<file path="src/rtl/scan_refresh_ctrl_if.sv">
// ---------------------------------------------------------------------------
// scan_refresh_ctrl_if
//
// Purpose:
//   Groups the display-value and scan-output signals of scan_refresh_ctrl so
//   the controller and its user connect through one bundle.
//
// Signals:
//   data_in        [31:0]  value to display; nibble k drives digit k
//   load                   single-cycle strobe that captures data_in
//   blank_mask     [7:0]   bit k = 1 forces digit k dark
//   refreshcounter [2:0]   active digit index, feeds the anode decoder
//   digit          [3:0]   nibble of the displayed value for the active digit
//   digit_blank            active digit must be dark
//   pending                a loaded value is waiting for the frame boundary
//   frame_start            one-cycle pulse at the start of each frame
//
// Modports:
//   master  drives data_in/load/blank_mask, observes the scan outputs
//   slave   the controller side (scan_refresh_ctrl)
// ---------------------------------------------------------------------------
interface scan_refresh_ctrl_if;

    logic [31:0] data_in;
    logic        load;
    logic [7:0]  blank_mask;
    logic [2:0]  refreshcounter;
    logic [3:0]  digit;
    logic        digit_blank;
    logic        pending;
    logic        frame_start;

    modport master (
        output data_in,
        output load,
        output blank_mask,
        input  refreshcounter,
        input  digit,
        input  digit_blank,
        input  pending,
        input  frame_start
    );

    modport slave (
        input  data_in,
        input  load,
        input  blank_mask,
        output refreshcounter,
        output digit,
        output digit_blank,
        output pending,
        output frame_start
    );

endinterface

</file>
<file path="src/rtl/scan_refresh_ctrl.sv">
// ---------------------------------------------------------------------------
// scan_refresh_ctrl
//
// Purpose:
//   Upstream feeder for an 8-digit multiplexed display. A prescaler divides
//   clk down to one tick per digit slot, the 3-bit refreshcounter walks the
//   digits 0..7, and the nibble plus blank flag of the active digit are
//   presented to the segment decoder. The displayed 32-bit value is double
//   buffered: a new value only becomes visible at a frame boundary (the
//   7 -> 0 wrap of refreshcounter), so a frame never mixes two values.
//
// Ports:
//   clk    system clock, rising edge
//   rst_n  asynchronous active-low reset
//   bus    scan_refresh_ctrl_if.slave
//            data_in, load, blank_mask                       (inputs)
//            refreshcounter, digit, digit_blank, pending,
//            frame_start                                     (outputs)
//
// Parameters:
//   TICK_DIV  clocks per digit slot (>= 2); prescaler width derived from it
//
// Configuration:
//   SCAN_LZB_EN  when defined, leading-zero blanking is added: digit k (k>=1)
//                goes dark when nibbles 7..k of the displayed value are all
//                zero. Digit 0 is never blanked by this rule, so the value 0
//                still shows a single "0". Undefined (default): digit_blank
//                comes from blank_mask only.
// ---------------------------------------------------------------------------
module scan_refresh_ctrl #(
    parameter int TICK_DIV = 100000
) (
    input  logic               clk,
    input  logic               rst_n,
    scan_refresh_ctrl_if.slave bus
);

    localparam int CNT_W = (TICK_DIV > 1) ? $clog2(TICK_DIV) : 1;
    localparam logic [CNT_W-1:0] PRESCALE_LAST = CNT_W'(TICK_DIV - 1);

    logic [CNT_W-1:0] prescaler;
    logic [2:0]       refresh_q;
    logic [31:0]      display_reg;
    logic [31:0]      pending_reg;
    logic             pending_q;
    logic             frame_start_q;
    logic             tick;
    logic             wrap;

    assign tick = (prescaler == PRESCALE_LAST);
    // The wrap edge is the one tick that moves the scan from digit 7 back
    // to digit 0; it is the only place the display buffer may change.
    assign wrap = tick && (refresh_q == 3'd7);

    always_ff @(posedge clk or negedge rst_n) begin
        if (!rst_n) begin
            prescaler <= '0;
        end else if (tick) begin
            prescaler <= '0;
        end else begin
            prescaler <= prescaler + CNT_W'(1);
        end
    end

    always_ff @(posedge clk or negedge rst_n) begin
        if (!rst_n) begin
            refresh_q <= 3'd0;
        end else if (tick) begin
            refresh_q <= refresh_q + 3'd1;
        end
    end

    always_ff @(posedge clk or negedge rst_n) begin
        if (!rst_n) begin
            frame_start_q <= 1'b0;
        end else begin
            frame_start_q <= wrap;
        end
    end

    // A load coinciding with the wrap edge goes straight to the display and
    // supersedes anything still pending. Loads at any other time only refill
    // the shadow register, so the last one before the wrap wins.
    always_ff @(posedge clk or negedge rst_n) begin
        if (!rst_n) begin
            display_reg <= 32'd0;
            pending_reg <= 32'd0;
            pending_q   <= 1'b0;
        end else if (wrap) begin
            if (bus.load) begin
                display_reg <= bus.data_in;
            end else if (pending_q) begin
                display_reg <= pending_reg;
            end
            pending_q <= 1'b0;
        end else if (bus.load) begin
            pending_reg <= bus.data_in;
            pending_q   <= 1'b1;
        end
    end

    assign bus.refreshcounter = refresh_q;
    assign bus.digit          = display_reg[{refresh_q, 2'b00} +: 4];
    assign bus.pending        = pending_q;
    assign bus.frame_start    = frame_start_q;

`ifdef SCAN_LZB_EN
    logic [7:0] lead_zero;

    // lead_zero[k] is set when nibbles 7..k are all zero; built top-down so
    // each digit reuses the result of the digit above it.
    always_comb begin
        lead_zero    = 8'd0;
        lead_zero[7] = (display_reg[31:28] == 4'd0);
        for (int k = 6; k >= 1; k--) begin
            lead_zero[k] = lead_zero[k+1] && (display_reg[4*k +: 4] == 4'd0);
        end
    end

    assign bus.digit_blank = bus.blank_mask[refresh_q] | lead_zero[refresh_q];
`else
    assign bus.digit_blank = bus.blank_mask[refresh_q];
`endif

endmodule

</file>
<file path="src/flat_wrapper.sv">
// flat-port wrapper written by rule: the top's interface ports become plain ports
module scan_refresh_ctrl_flat 
#(
    parameter int TICK_DIV = 100000
)
  (clk, rst_n, bus_data_in, bus_load, bus_blank_mask, bus_refreshcounter, bus_digit, bus_digit_blank, bus_pending, bus_frame_start);
  scan_refresh_ctrl_if bus_i ();
  input  logic clk;
  input  logic rst_n;
  input wire logic [$bits(bus_i.data_in)-1:0] bus_data_in;
  input wire logic [$bits(bus_i.load)-1:0] bus_load;
  input wire logic [$bits(bus_i.blank_mask)-1:0] bus_blank_mask;
  output wire logic [$bits(bus_i.refreshcounter)-1:0] bus_refreshcounter;
  output wire logic [$bits(bus_i.digit)-1:0] bus_digit;
  output wire logic [$bits(bus_i.digit_blank)-1:0] bus_digit_blank;
  output wire logic [$bits(bus_i.pending)-1:0] bus_pending;
  output wire logic [$bits(bus_i.frame_start)-1:0] bus_frame_start;
  assign bus_i.data_in = bus_data_in;
  assign bus_i.load = bus_load;
  assign bus_i.blank_mask = bus_blank_mask;
  assign bus_refreshcounter = bus_i.refreshcounter;
  assign bus_digit = bus_i.digit;
  assign bus_digit_blank = bus_i.digit_blank;
  assign bus_pending = bus_i.pending;
  assign bus_frame_start = bus_i.frame_start;
  scan_refresh_ctrl #(.TICK_DIV(TICK_DIV)) u_core (.clk(clk), .rst_n(rst_n), .bus(bus_i));
endmodule
</file>
<file path="config.mk">
export PLATFORM = sky130hd
export DESIGN_NAME = scan_refresh_ctrl_flat
export DESIGN_NICKNAME = d
export VERILOG_FILES = /design/src/rtl/scan_refresh_ctrl_if.sv /design/src/rtl/scan_refresh_ctrl.sv /design/src/flat_wrapper.sv
export SDC_FILE = /design/constraint.sdc
export NUM_CORES = 1
export LEC_CHECK = 0
export CAP_MARGIN = 20
export CORE_MARGIN = 2
export CORE_UTILIZATION = 55
export CTS_CLUSTER_SIZE = 24
export DETAILED_ROUTE_END_ITERATION = 6
export GPL_TIMING_DRIVEN = 0
export PLACE_DENSITY = 0.9
export RECOVER_POWER = 100
export SLEW_MARGIN = 15
export SYNTH_ARGS = -nofsm -noshare
export SYNTH_HDL_FRONTEND = slang
export SYNTH_SLANG_ARGS = --single-unit
</file>
<file path="constraint.sdc">
create_clock -name clk -period 2.5 [get_ports clk]
set_input_delay 0.625 -clock clk [delete_from_list [all_inputs] [get_ports clk]]
set_output_delay 0.625 -clock clk [all_outputs]
set_load 0.02 [all_outputs]
</file>
==> impl_metrics.csv <==
group,metric,value,unit
clock_tree,numClockSinks,86,
route,route.detailed.vias_per_inst,5.77,
synth,synth_warnings,0,
final_layout,multi_input_area,1720,sq um
sta,timing_worst_slew_pin_value,1.14,ns
sta,timing.fmax,0.400,GHz
route,drt.antenna.violating_nets,0,
sta,fin_crit,2.50,ns
setup_path,critPathLaunchType,"register",
global_routing,grt_start_max_net_pins,67,
synth,gate_count_of_the_mapped_netlist,353,
floorplan,rows,31,
floorplan,ios,53,
clock_tree,clock_tree.buffer_depth,2,
global_routing,groute.usage.overall,0.253,
sta,timing.hold.ws,0.468,ns
clock_tree,cts_hold_buf,0,
synth,synth.net_count,399,
route,drcViolationCount,0,
final_layout,fillers,533,
route,routed_wire_per_std_cell,18.8,um
setup_path,cp_data_required_time,1.88,ns
final_layout,finalNetCount,465,
sta,slew_viol_final,0,
final_layout,share_of_layout_cells_above_drive_strength_1,0.140,
job,maxCapViolations,0,
clock_tree,cts_root_buf,"sky130_fd_sc_hd__clkbuf_8",
clock_tree,clk_pin_slew_worst_paths,0.08,ns
global_routing,antenna_found_initial,0,
floorplan,initial_cell_density_of_the_core,0.574,
clock_tree,clock_latency,0.35,ns
pwr,power_per_cell_area,513,nW/um^2
floorplan,design.core.area,7290,sq um
synth,syn_area_per_cell,11.8,sq um
floorplan,dieWidth,91.2,um
final_layout,seq_area,2150,sq um
route,route.vias.total,3006,
clock_tree,cts_made_buffers,9,
sta,setup_slack,-0.00219,ns
setup_path,critical_path.cell_chain,"buf_8, mux4_2, mux2_4, buf_6",
status,violated_checks,"negative setup slack",
sta,timing_hold_violations_final,0,
status,outcome,"finished with violations",
synth,post_synthesis_cell_area,4180,sq um
sta,grt_setup_unrepaired,"yes",
global_routing,overflow,0,
setup_path,worst-path-max-fanout,5,
placed_design,place.port_buffers,51,
placed_design,detailedPlace.worstSlack,-0.447,ns
sta,setup_viol_count_final,1,
clock_tree,tritoncts,"built",
route,drt_iter0_markers,249,
global_routing,first_global_vias,3235,
setup_path,crit_slowest_cell,"sky130_fd_sc_hd__mux4_2",
floorplan,die_h,91.2,um
setup_path,setup.worst_path.end_class,"output port",
final_layout,antennaDiodeCount,0,
setup_path,worstPathBufferInverterCount,2,
route,first_pass_iters,6,
sta,relSlewSlack,0.242,
synth,netlist-cell-type-count,33,
sta,clock_skew,0.00669,ns
synth,synth_seq_cells,86,
setup_path,critPathTopFamily,"multiplexers",
clock_tree,ctsHtreeMaxLevel,3,
setup_path,timing.critical_path.arrival,1.88,ns
route,totalWireLength,9820,um
sta,timing.final.crit_share,1.00,
global_routing,wire_length_of_the_first_global_routing_pass,16300,um
synth,synth_seq_area_share,0.515,
pwr,p_total,2.54,mW
pwr,peak_supply_drop,0.000246,V
setup_path,timing.reg2reg.setup_slack,0.12,ns
pwr,power.static_leakage,2.33,nW
floorplan,design.die.area,8320,sq um
setup_path,slowest_delay,0.53,ns
setup_path,critical_path_class,"register to output port",
final_layout,layout-area-overhead-vs-synth,18.2,%
placed_design,hpwlAfterDp,6770,um
worst_hold_path,hp-class,"input port to asynchronous set/reset pin",
placed_design,gp_congestion,0.858,
[power by group]
part / switching [mW] / internal [mW]
clock: 0.479 / 0.374
combinational: 0.117 / 0.105
sequential: 0.0280 / 1.44
total: 0.623 / 1.91
[layout make-up]
cell class / instances / area share
flip-flops and latches: 86 / 0.435
multi-input cells: 213 / 0.348
repair buffers: 55 / 0.112
clock buffers: 10 / 0.0278
inverters: 33 / 0.0251
well taps: 99 / 0.0251
plain buffers: 21 / 0.0213
clock inverters: 4 / 0.00506
[stage by stage]
| step | util | cells | TNS (ns) | area (sq um) |
|---|---|---|---|---|
| 2_1_floorplan | - | 353 | 0 | 4180 |
| 5_1_grt | 0.678 | 521 | -0.205 | 4940 |
| 4_1_cts | 0.697 | 522 | -0.123 | 5080 |
| 6_report | 0.678 | 521 | -0.00219 | 4940 |
| 3_3_place_gp | 0.661 | 503 | -177.90 | 4820 |
| 3_5_place_dp | 0.664 | 504 | -1.62 | 4840 |
[cell families (layout without fill, tap and decap cells)]
group | after synthesis | in the layout | share of synthesized area
flip-flops | 86 | 86 | 0.515
buffers and inverters | 54 | 123 | 0.0565
AND/OR/NAND/NOR | 80 | 80 | 0.101
XOR/XNOR | 16 | 16 | 0.0335
multiplexers | 49 | 49 | 0.177
adder cells (fa/ha/maj) | 3 | 3 | 0.00897
AO/OA/AOI/OAI | 65 | 65 | 0.108
[metal layers]
metal | up-vias | routed length, um | global-route usage
li1 | 1375 | - | -
met1 | 1508 | 4180 | 0.322
met2 | 94 | 4820 | 0.401
met3 | 29 | 514 | 0.0672
met4 | 0 | 308 | 0.126
met5 | - | 0 | 0
[timing repair]
item / in CTS / in global routing
setup buffers: 3 / 0
gates cloned: 1 / 0
endpoints found under the setup margin: 5 / 5
gates resized for setup: 40 / 7
[cell usage after synthesis, drive strengths merged]
cell type  number  area (sq um)
dfrtp          86          2150
and4            2          20.0
buf            15          90.1
nor4bb          1          10.0
nor2b           1          6.26
and3            3          18.8
nor2           12          45.0
nor4b           1          15.0
o31ai           1          12.5
ha              3          37.5
mux2           39           514
nand4bb         1          11.3
nand4           6          37.5
xor2            9          78.8
o21ai          32           160
xnor2           7          61.3
nand4b          2          32.5
and2            2          12.5
clkbuf          6          22.5
inv            33           124
nand2          34           128
nor3            3          15.0
o2bb2ai        32           280
and4bb          1          12.5
nand3           7          35.0
nor4            4          25.0
mux4           10           225
[worst paths after layout]
| kind | from | end | depth (start not counted) |
|---|---|---|---|
| worst min-delay path | rst_n | u_core.pending_reg[26] | 1 |
| max in group asynchronous | rst_n | u_core.display_reg[7] | 2 |
| worst max register to register | u_core.prescaler[0] | u_core.pending_reg[28] | 6 |
| worst max-delay path | u_core.bus.refreshcounter[0] | bus_digit[2] | 4 |
| worst min register to register | u_core.pending_reg[23] | u_core.pending_reg[23] | 1 |
| min in group clk | u_core.pending_reg[23] | u_core.pending_reg[23] | 1 |
[placed cells by master, fill, tap and decap left out, types with 3 or more instances in the layout]
cell type,instances
sky130_fd_sc_hd__xor2_1,9
sky130_fd_sc_hd__dfrtp_1,85
sky130_fd_sc_hd__inv_1,33
sky130_fd_sc_hd__nor2_1,12
sky130_fd_sc_hd__nand2_1,34
sky130_fd_sc_hd__nor3_1,3
sky130_fd_sc_hd__mux2_2,6
sky130_fd_sc_hd__clkbuf_1,8
sky130_fd_sc_hd__mux2_4,5
sky130_fd_sc_hd__mux4_2,10
sky130_fd_sc_hd__clkbuf_2,3
sky130_fd_sc_hd__clkdlybuf4s50_1,36
sky130_fd_sc_hd__nor4_1,4
sky130_fd_sc_hd__ha_1,3
sky130_fd_sc_hd__o21ai_0,32
sky130_fd_sc_hd__nand3_1,7
sky130_fd_sc_hd__clkbuf_8,10
sky130_fd_sc_hd__buf_1,3
sky130_fd_sc_hd__buf_2,6
sky130_fd_sc_hd__o2bb2ai_1,32
sky130_fd_sc_hd__xnor2_1,7
sky130_fd_sc_hd__and3_1,3
sky130_fd_sc_hd__buf_6,5
sky130_fd_sc_hd__dlygate4sd2_1,4
sky130_fd_sc_hd__dlymetal6s2s_1,3
sky130_fd_sc_hd__nand4_1,6
sky130_fd_sc_hd__mux2_1,28
Note: power is estimated with default switching activity, not from simulation.
